[src/rtl/sm1118_color_freq_meter.sv]
// TCS3200-style colour sensor frequency meter.
// Steps the photodiode filter through red, green and blue, counts synchronised
// sensor edges over a fixed gate window per colour, then reports the three
// counts and a dominant-colour code with a one-cycle valid pulse.
module sm1118_color_freq_meter #(
  parameter int unsigned GATE_CYCLES   = 50000,
  parameter int unsigned SETTLE_CYCLES = 500,
  parameter int unsigned CNT_W         = 16,
  parameter int unsigned MIN_COUNT     = 20
) (
  input  logic             clk_50M,
  input  logic             rst_n,
  input  logic             start,
  input  logic             cs_freq_in,
  output logic             s2,
  output logic             s3,
  output logic             busy,
  output logic [CNT_W-1:0] red_cnt,
  output logic [CNT_W-1:0] green_cnt,
  output logic [CNT_W-1:0] blue_cnt,
  output logic [1:0]       color,
  output logic             valid
);

  localparam int unsigned MAX_CYC = (GATE_CYCLES > SETTLE_CYCLES) ? GATE_CYCLES : SETTLE_CYCLES;
  localparam int unsigned TMR_W   = $clog2(MAX_CYC + 1);

  localparam logic [TMR_W-1:0] GATE_LOAD   = TMR_W'(GATE_CYCLES - 1);
  localparam logic [TMR_W-1:0] SETTLE_LOAD = TMR_W'(SETTLE_CYCLES - 1);
  localparam logic [CNT_W-1:0] CNT_MAX     = '1;

  // Filter select codes as {S2,S3}
  localparam logic [1:0] FLT_RED   = 2'b00;
  localparam logic [1:0] FLT_BLUE  = 2'b01;
  localparam logic [1:0] FLT_CLEAR = 2'b10;
  localparam logic [1:0] FLT_GREEN = 2'b11;

  localparam logic [1:0] COL_NONE  = 2'd0;
  localparam logic [1:0] COL_RED   = 2'd1;
  localparam logic [1:0] COL_GREEN = 2'd2;
  localparam logic [1:0] COL_BLUE  = 2'd3;

  typedef enum logic [2:0] {
    ST_IDLE,
    ST_SETTLE_R,
    ST_GATE_R,
    ST_SETTLE_G,
    ST_GATE_G,
    ST_SETTLE_B,
    ST_GATE_B,
    ST_DONE
  } state_t;

  state_t           r_state;
  state_t           w_state_nxt;
  logic [TMR_W-1:0] r_tmr;
  logic             w_tmr_done;

  logic             r_sync1;
  logic             r_sync2;
  logic             r_sync3;
  logic             w_edge;

  logic [CNT_W-1:0] r_work;
  logic [CNT_W-1:0] w_work_nxt;
  logic [CNT_W-1:0] r_hold_r;
  logic [CNT_W-1:0] r_hold_g;

  logic             w_in_gate;
  logic             w_nxt_gate;
  logic             w_nxt_settle;
  logic             w_state_chg;
  logic [1:0]       w_flt_nxt;

  logic [CNT_W-1:0] w_max;
  logic [1:0]       w_color_nxt;

  assign w_tmr_done  = (r_tmr == '0);
  assign w_edge      = r_sync2 & ~r_sync3;
  assign w_state_chg = (w_state_nxt != r_state);

  // Two-flop synchroniser for the asynchronous sensor output plus a history flop
  always_ff @(posedge clk_50M or negedge rst_n) begin
    if (!rst_n) begin
      r_sync1 <= 1'b0;
      r_sync2 <= 1'b0;
      r_sync3 <= 1'b0;
    end else begin
      r_sync1 <= cs_freq_in;
      r_sync2 <= r_sync1;
      r_sync3 <= r_sync2;
    end
  end

  // State register
  always_ff @(posedge clk_50M or negedge rst_n) begin
    if (!rst_n) begin
      r_state <= ST_IDLE;
    end else begin
      r_state <= w_state_nxt;
    end
  end

  // Next-state logic: settle then gate for each colour, one DONE cycle
  always_comb begin
    w_state_nxt = r_state;
    case (r_state)
      ST_IDLE:     if (start)      w_state_nxt = ST_SETTLE_R;
      ST_SETTLE_R: if (w_tmr_done) w_state_nxt = ST_GATE_R;
      ST_GATE_R:   if (w_tmr_done) w_state_nxt = ST_SETTLE_G;
      ST_SETTLE_G: if (w_tmr_done) w_state_nxt = ST_GATE_G;
      ST_GATE_G:   if (w_tmr_done) w_state_nxt = ST_SETTLE_B;
      ST_SETTLE_B: if (w_tmr_done) w_state_nxt = ST_GATE_B;
      ST_GATE_B:   if (w_tmr_done) w_state_nxt = ST_DONE;
      ST_DONE:                     w_state_nxt = ST_IDLE;
      default:                     w_state_nxt = ST_IDLE;
    endcase
  end

  // State-class decode and the filter code belonging to the next state
  always_comb begin
    w_in_gate    = 1'b0;
    w_nxt_gate   = 1'b0;
    w_nxt_settle = 1'b0;
    w_flt_nxt    = FLT_CLEAR;
    case (r_state)
      ST_GATE_R, ST_GATE_G, ST_GATE_B: w_in_gate = 1'b1;
      default:                         w_in_gate = 1'b0;
    endcase
    case (w_state_nxt)
      ST_SETTLE_R: begin w_nxt_settle = 1'b1; w_flt_nxt = FLT_RED;   end
      ST_GATE_R:   begin w_nxt_gate   = 1'b1; w_flt_nxt = FLT_RED;   end
      ST_SETTLE_G: begin w_nxt_settle = 1'b1; w_flt_nxt = FLT_GREEN; end
      ST_GATE_G:   begin w_nxt_gate   = 1'b1; w_flt_nxt = FLT_GREEN; end
      ST_SETTLE_B: begin w_nxt_settle = 1'b1; w_flt_nxt = FLT_BLUE;  end
      ST_GATE_B:   begin w_nxt_gate   = 1'b1; w_flt_nxt = FLT_BLUE;  end
      default:     w_flt_nxt = FLT_CLEAR;
    endcase
  end

  // Shared down-counter, reloaded whenever the state changes
  always_ff @(posedge clk_50M or negedge rst_n) begin
    if (!rst_n) begin
      r_tmr <= '0;
    end else if (w_state_chg) begin
      if (w_nxt_settle) begin
        r_tmr <= SETTLE_LOAD;
      end else if (w_nxt_gate) begin
        r_tmr <= GATE_LOAD;
      end else begin
        r_tmr <= '0;
      end
    end else if (!w_tmr_done) begin
      r_tmr <= r_tmr - TMR_W'(1);
    end
  end

  // Saturating edge count including any edge pulse in the current gate cycle
  always_comb begin
    w_work_nxt = r_work;
    if (w_in_gate && w_edge && (r_work != CNT_MAX)) begin
      w_work_nxt = r_work + CNT_W'(1);
    end
  end

  // Working counter: cleared on gate entry, counts edge pulses while gating
  always_ff @(posedge clk_50M or negedge rst_n) begin
    if (!rst_n) begin
      r_work <= '0;
    end else if (w_state_chg && w_nxt_gate) begin
      r_work <= '0;
    end else begin
      r_work <= w_work_nxt;
    end
  end

  // Per-colour holding registers latched as each gate window closes
  always_ff @(posedge clk_50M or negedge rst_n) begin
    if (!rst_n) begin
      r_hold_r <= '0;
      r_hold_g <= '0;
    end else if (w_in_gate && w_state_chg) begin
      if (r_state == ST_GATE_R) begin
        r_hold_r <= w_work_nxt;
      end
      if (r_state == ST_GATE_G) begin
        r_hold_g <= w_work_nxt;
      end
    end
  end

  // Dominant colour; blue comes straight from the closing gate window
  always_comb begin
    w_max = r_hold_r;
    if (r_hold_g > w_max) begin
      w_max = r_hold_g;
    end
    if (w_work_nxt > w_max) begin
      w_max = w_work_nxt;
    end
    if (32'(w_max) < MIN_COUNT) begin
      w_color_nxt = COL_NONE;
    end else if ((r_hold_r >= r_hold_g) && (r_hold_r >= w_work_nxt)) begin
      w_color_nxt = COL_RED;
    end else if (r_hold_g >= w_work_nxt) begin
      w_color_nxt = COL_GREEN;
    end else begin
      w_color_nxt = COL_BLUE;
    end
  end

  // Registered outputs: filter and busy follow the next state, results on DONE entry
  always_ff @(posedge clk_50M or negedge rst_n) begin
    if (!rst_n) begin
      s2        <= FLT_CLEAR[1];
      s3        <= FLT_CLEAR[0];
      busy      <= 1'b0;
      valid     <= 1'b0;
      red_cnt   <= '0;
      green_cnt <= '0;
      blue_cnt  <= '0;
      color     <= COL_NONE;
    end else begin
      s2    <= w_flt_nxt[1];
      s3    <= w_flt_nxt[0];
      busy  <= (w_state_nxt != ST_IDLE);
      valid <= (w_state_nxt == ST_DONE);
      if ((r_state == ST_GATE_B) && (w_state_nxt == ST_DONE)) begin
        red_cnt   <= r_hold_r;
        green_cnt <= r_hold_g;
        blue_cnt  <= w_work_nxt;
        color     <= w_color_nxt;
      end
    end
  end

endmodule

[config.mk]
export PLATFORM = sky130hd
export DESIGN_NAME = sm1118_color_freq_meter
export DESIGN_NICKNAME = d
export VERILOG_FILES = /design/src/rtl/sm1118_color_freq_meter.sv
export SDC_FILE = /design/constraint.sdc
export NUM_CORES = 1
export LEC_CHECK = 0
export CORE_MARGIN = 1.5
export CORE_UTILIZATION = 55
export DETAILED_ROUTE_END_ITERATION = 7
export DONT_BUFFER_PORTS = 1
export PLACE_DENSITY_LB_ADDON = 0.15
export SETUP_SLACK_MARGIN = 0.15
export SYNTH_ARGS = -nofsm -noshare
export SYNTH_HDL_FRONTEND = slang
export SYNTH_SLANG_ARGS = --single-unit
[constraint.sdc]
create_clock -name clk_50M -period 3.38 [get_ports clk_50M]
set_input_delay 0.169 -clock clk_50M [delete_from_list [all_inputs] [get_ports clk_50M]]
set_output_delay 0.169 -clock clk_50M [all_outputs]
set_load 0.01 [all_outputs]
==> flow_summary_export.csv <==
group,metric,value,unit
timing,transition_time_of_the_tightest_slew_check_pin,1.32,ns
yosys,yosys.area.top_type,"dfrtp_1",
timing,worst_slew_margin_rel,12.3,%
timing,setup_viols_final,2,
grt,via_count_of_the_first_global_routing_pass,6111,
critical_path,timing.critical_path.arrival,3.79,ns
critical_path,reg2reg_setup_slack,-0.08,ns
yosys,ys_top_cells_by_area,"dfrtp_1 (43%), ha_1 (12%), nand2_1 (7.7%)",
routing,finalWirelength,19.6,mm
critical_path,worst_r2r_startpoint,"r_hold_r[14]",
run,max_cap_viol_count,0,
routing,routed-via-count,6255,
grt,antenna_found_initial,0,
hold_path,hold_start,"start",
critical_path,worstReg2RegEnd,"color[1]",
yosys,synth.most_common_cell,"nand2_1",
yosys,seq_area_frac_synth,43.2,%
routing,number_of_drc_markers_in_iteration_0,406,
yosys,yosysWarningCount,0,
yosys,synth_edf_count,0,
timing,period_minus_slack,3.46,ns
place,placed_cells_incl_taps,1006,
place,dpl.hpwl,14.1,mm
hold_path,whs_path_depth,3,
die,fp.coreArea,12700,sq um
clocking,clkTransAtPathRegs,0.05,ns
die,die_area,13800,sq um
power_and_ir_drop,ir_drop,365,uV
routing,detail_route.wl_per_cell,18.6,um
die,floorplan.initialDensity,56.7,%
yosys,proportion_of_netlist_area_held_by_the_largest_area_contributor,42.8,%
layout,area.sequential,3110,sq um
clocking,clock_latency_reported_for_the_late_side_of_the_worst_skew_pair,0.43,ns
layout,multi_input_comb_area,4050,sq um
run_status,failing_checks,"setup timing",
layout,layout_cells_sized_above_1,23.6,%
place,gp_congestion,0.929,
clocking,cts_max_level,4,
timing,min_period_over_period,102,%
critical_path,critical_path_class,"flop to flop",
yosys,synthDistinctLibCells,74,
yosys,async_flop_share,100,%
timing,finalClockSkew,0.00922,ns
yosys,synth.avg_cell_area,9.20,sq um
critical_path,cp_max_fanout,8,
yosys,yosys_register_bits,124,
hold_path,whs_endpoint,"r_state[0]",
layout,finalCoreUtilization,70.5,%
grt,grt_pass1_wl,31.8,mm
clocking,clock_tree_from_tritoncts,"yes",
hold_path,timing.hold.worst.class,"input pin to flop",
timing,slew_viol_final,0,
power_and_ir_drop,p_leak,0.00420,uW
clocking,numClockSinks,124,
routing,vias_per_cell,5.92,
yosys,number_of_instances_in_the_synthesized_netlist,781,
grt,gr-total-overflow,0,
yosys,synth_cell_area,7190,sq um
timing,grt_setup_unrepaired,"yes",
layout,synthToLayoutAreaGrowth,24.4,%
critical_path,worstRegToRegCells,15,
timing,worst_slack,-0.0786,ns
power_and_ir_drop,power.density_cell_area,432,nW/um^2
timing,fmax,0.289,GHz
place,number_of_input_and_output_port_buffers_inserted,0,
yosys,postSynth.topFlopCell,"dfrtp_1",
layout,fillCellCount,958,
die,num_io_pins,58,
timing,hold_violations,0,
clocking,cts.root.buffer_cell,"clkbuf_16",
critical_path,required,3.71,ns
grt,grt_max_degree,125,
die,height_of_the_die,117,um
routing,ant_nets_after_route,0,
clocking,cts_inserted_buffers,17,
yosys,syn-num-nets,855,
critical_path,start_kind,"flop",
critical_path,critical_path.endpoint_type,"flop",
die,num_rows,41,
layout,antenna-diode-count,0,
layout,design.final.nets,948,
routing,drcViolationCount,0,
run_status,status,"complete, but fails checks",
layout,final-instance-count-excl-fill,1057,
routing,total_iterations_of_the_first_detailed_routing_run,5,
die,die_x,117,um
yosys,synth_top_cells_by_count,"nand2_1 (147), dfrtp_1 (123), ha_1 (70)",
grt,grt_use_total,29.4,%
clocking,cts_buffer_depth,2,
==> registers in the layout (all words and copies together), names as in the netlist <==
signal / flops
blue_cnt: 16
green_cnt: 16
r_hold_g: 16
r_hold_r: 16
r_tmr: 16
r_work: 16
red_cnt: 16
r_state: 3
color: 2
busy: 1
r_sync1: 1
r_sync2: 1
r_sync3: 1
s2: 1
s3: 1
valid: 1
==> worst max-delay path by stage <==
stage	start	cells past startpoint	end	slack, ns
2_1_floorplan	r_state[0]	15	color[1]	0.16
6_report	r_hold_r[14]	15	color[1]	-0.08
3_5_place_dp	r_hold_g[15]	16	color[1]	-0.10
4_1_cts	r_hold_r[13]	15	color[1]	-0.002
5_1_grt	r_hold_g[13]	16	color[1]	-0.24
3_3_place_gp	r_tmr[0]	11	r_work[15]	0.05
==> stage by stage <==
stage / TNS (ns) / total power, uW / hold slack (ns) / instance area, sq um / setup WS [ns]
2_1_floorplan: 0 / 2030 / -0.127 / 7280 / 0.156
3_3_place_gp: 0 / 2110 / -0.124 / 7990 / 0.0489
3_5_place_dp: -0.170 / 2140 / -0.124 / 7990 / -0.101
4_1_cts: -0.00187 / 3840 / 0.134 / 8820 / -0.00187
5_1_grt: -0.383 / 4010 / 0.279 / 8940 / -0.236
6_report: -0.106 / 3860 / 0.242 / 8940 / -0.0786
==> final cells by class <==
cell class	count	area share, %
inverters	44	1.85
clock buffers	22	5.19
multi-input cells	583	45.3
repair buffers	104	9.70
well taps	172	2.41
flip-flops and latches	124	34.7
clock inverters	8	0.784
==> where the power goes <==
| part | switching (uW) | internal (uW) | leakage (uW) | total (uW) |
|---|---|---|---|---|
| registers | 138 | 1590 | 0.00160 | 1730 |
| logic | 259 | 204 | 0.00234 | 464 |
| clock network | 636 | 1030 | 0.000261 | 1670 |
| total | 1030 | 2830 | 0.00420 | 3860 |
==> worst max-delay path: stages (launching register included) <==
cell and delay (ns):
dfrtp_1 0.42, ha_4 0.28, nand4_1 0.14, or3_4 0.44, nor2_4 0.13, a211oi_4 0.09, buf_6 0.15, buf_16 0.14
mux2i_1 0.12, ha_1 0.30, nand4_1 0.12, nor3_2 0.23, o311a_1 0.23, nor2_2 0.06, or3_1 0.31, o211ai_1 0.19
==> cells by family after synthesis <==
family          synth area share (%)
compound gates                  14.6
mux                             2.38
buf+inv                         4.33
fa+ha+maj                       12.2
xor+xnor                        2.42
flops                           43.2
simple gates                    20.9
==> cells in the final DEF, fill, tap and decap left out, types with 6 or more instances in the layout <==
cell type  count
nor3_1         7
clkbuf_16     17
mux2i_1       15
o21ai_0       55
xor2_1         8
a21oi_2        7
and4_1         6
and3_1         6
o211ai_1       6
nand4_1       17
o21ai_1       16
nand3_1        9
nor2_1        43
dfrtp_1      122
o21ai_2       15
nand2_1      146
a21oi_1       30
nor2b_1        6
nor4_1        11
buf_4         96
ha_1          65
inv_1         39
==> per-layer routing <==
metal  vias to the layer above  wire (um)  track usage, %
met4                         0        512            11.4
met3                        49       1250            7.88
li1                       2940          -               -
met5                         -          0               0
met1                      3040       8640            39.0
met2                       226       9210            46.1
==> timing repair <==
| item | in CTS | in global routing |
|---|---|---|
| pin swaps | 11 | 5 |
| resized for setup | 29 | 12 |
| cloned | 1 | 0 |
| hold buffers | 3 | 0 |
| setup endpoints to repair | 18 | 35 |
| buffers inserted | 10 | 7 |
| endpoints found under the hold margin | 125 | 0 |
No activity file was read; power rests on OpenSTA's default activity.
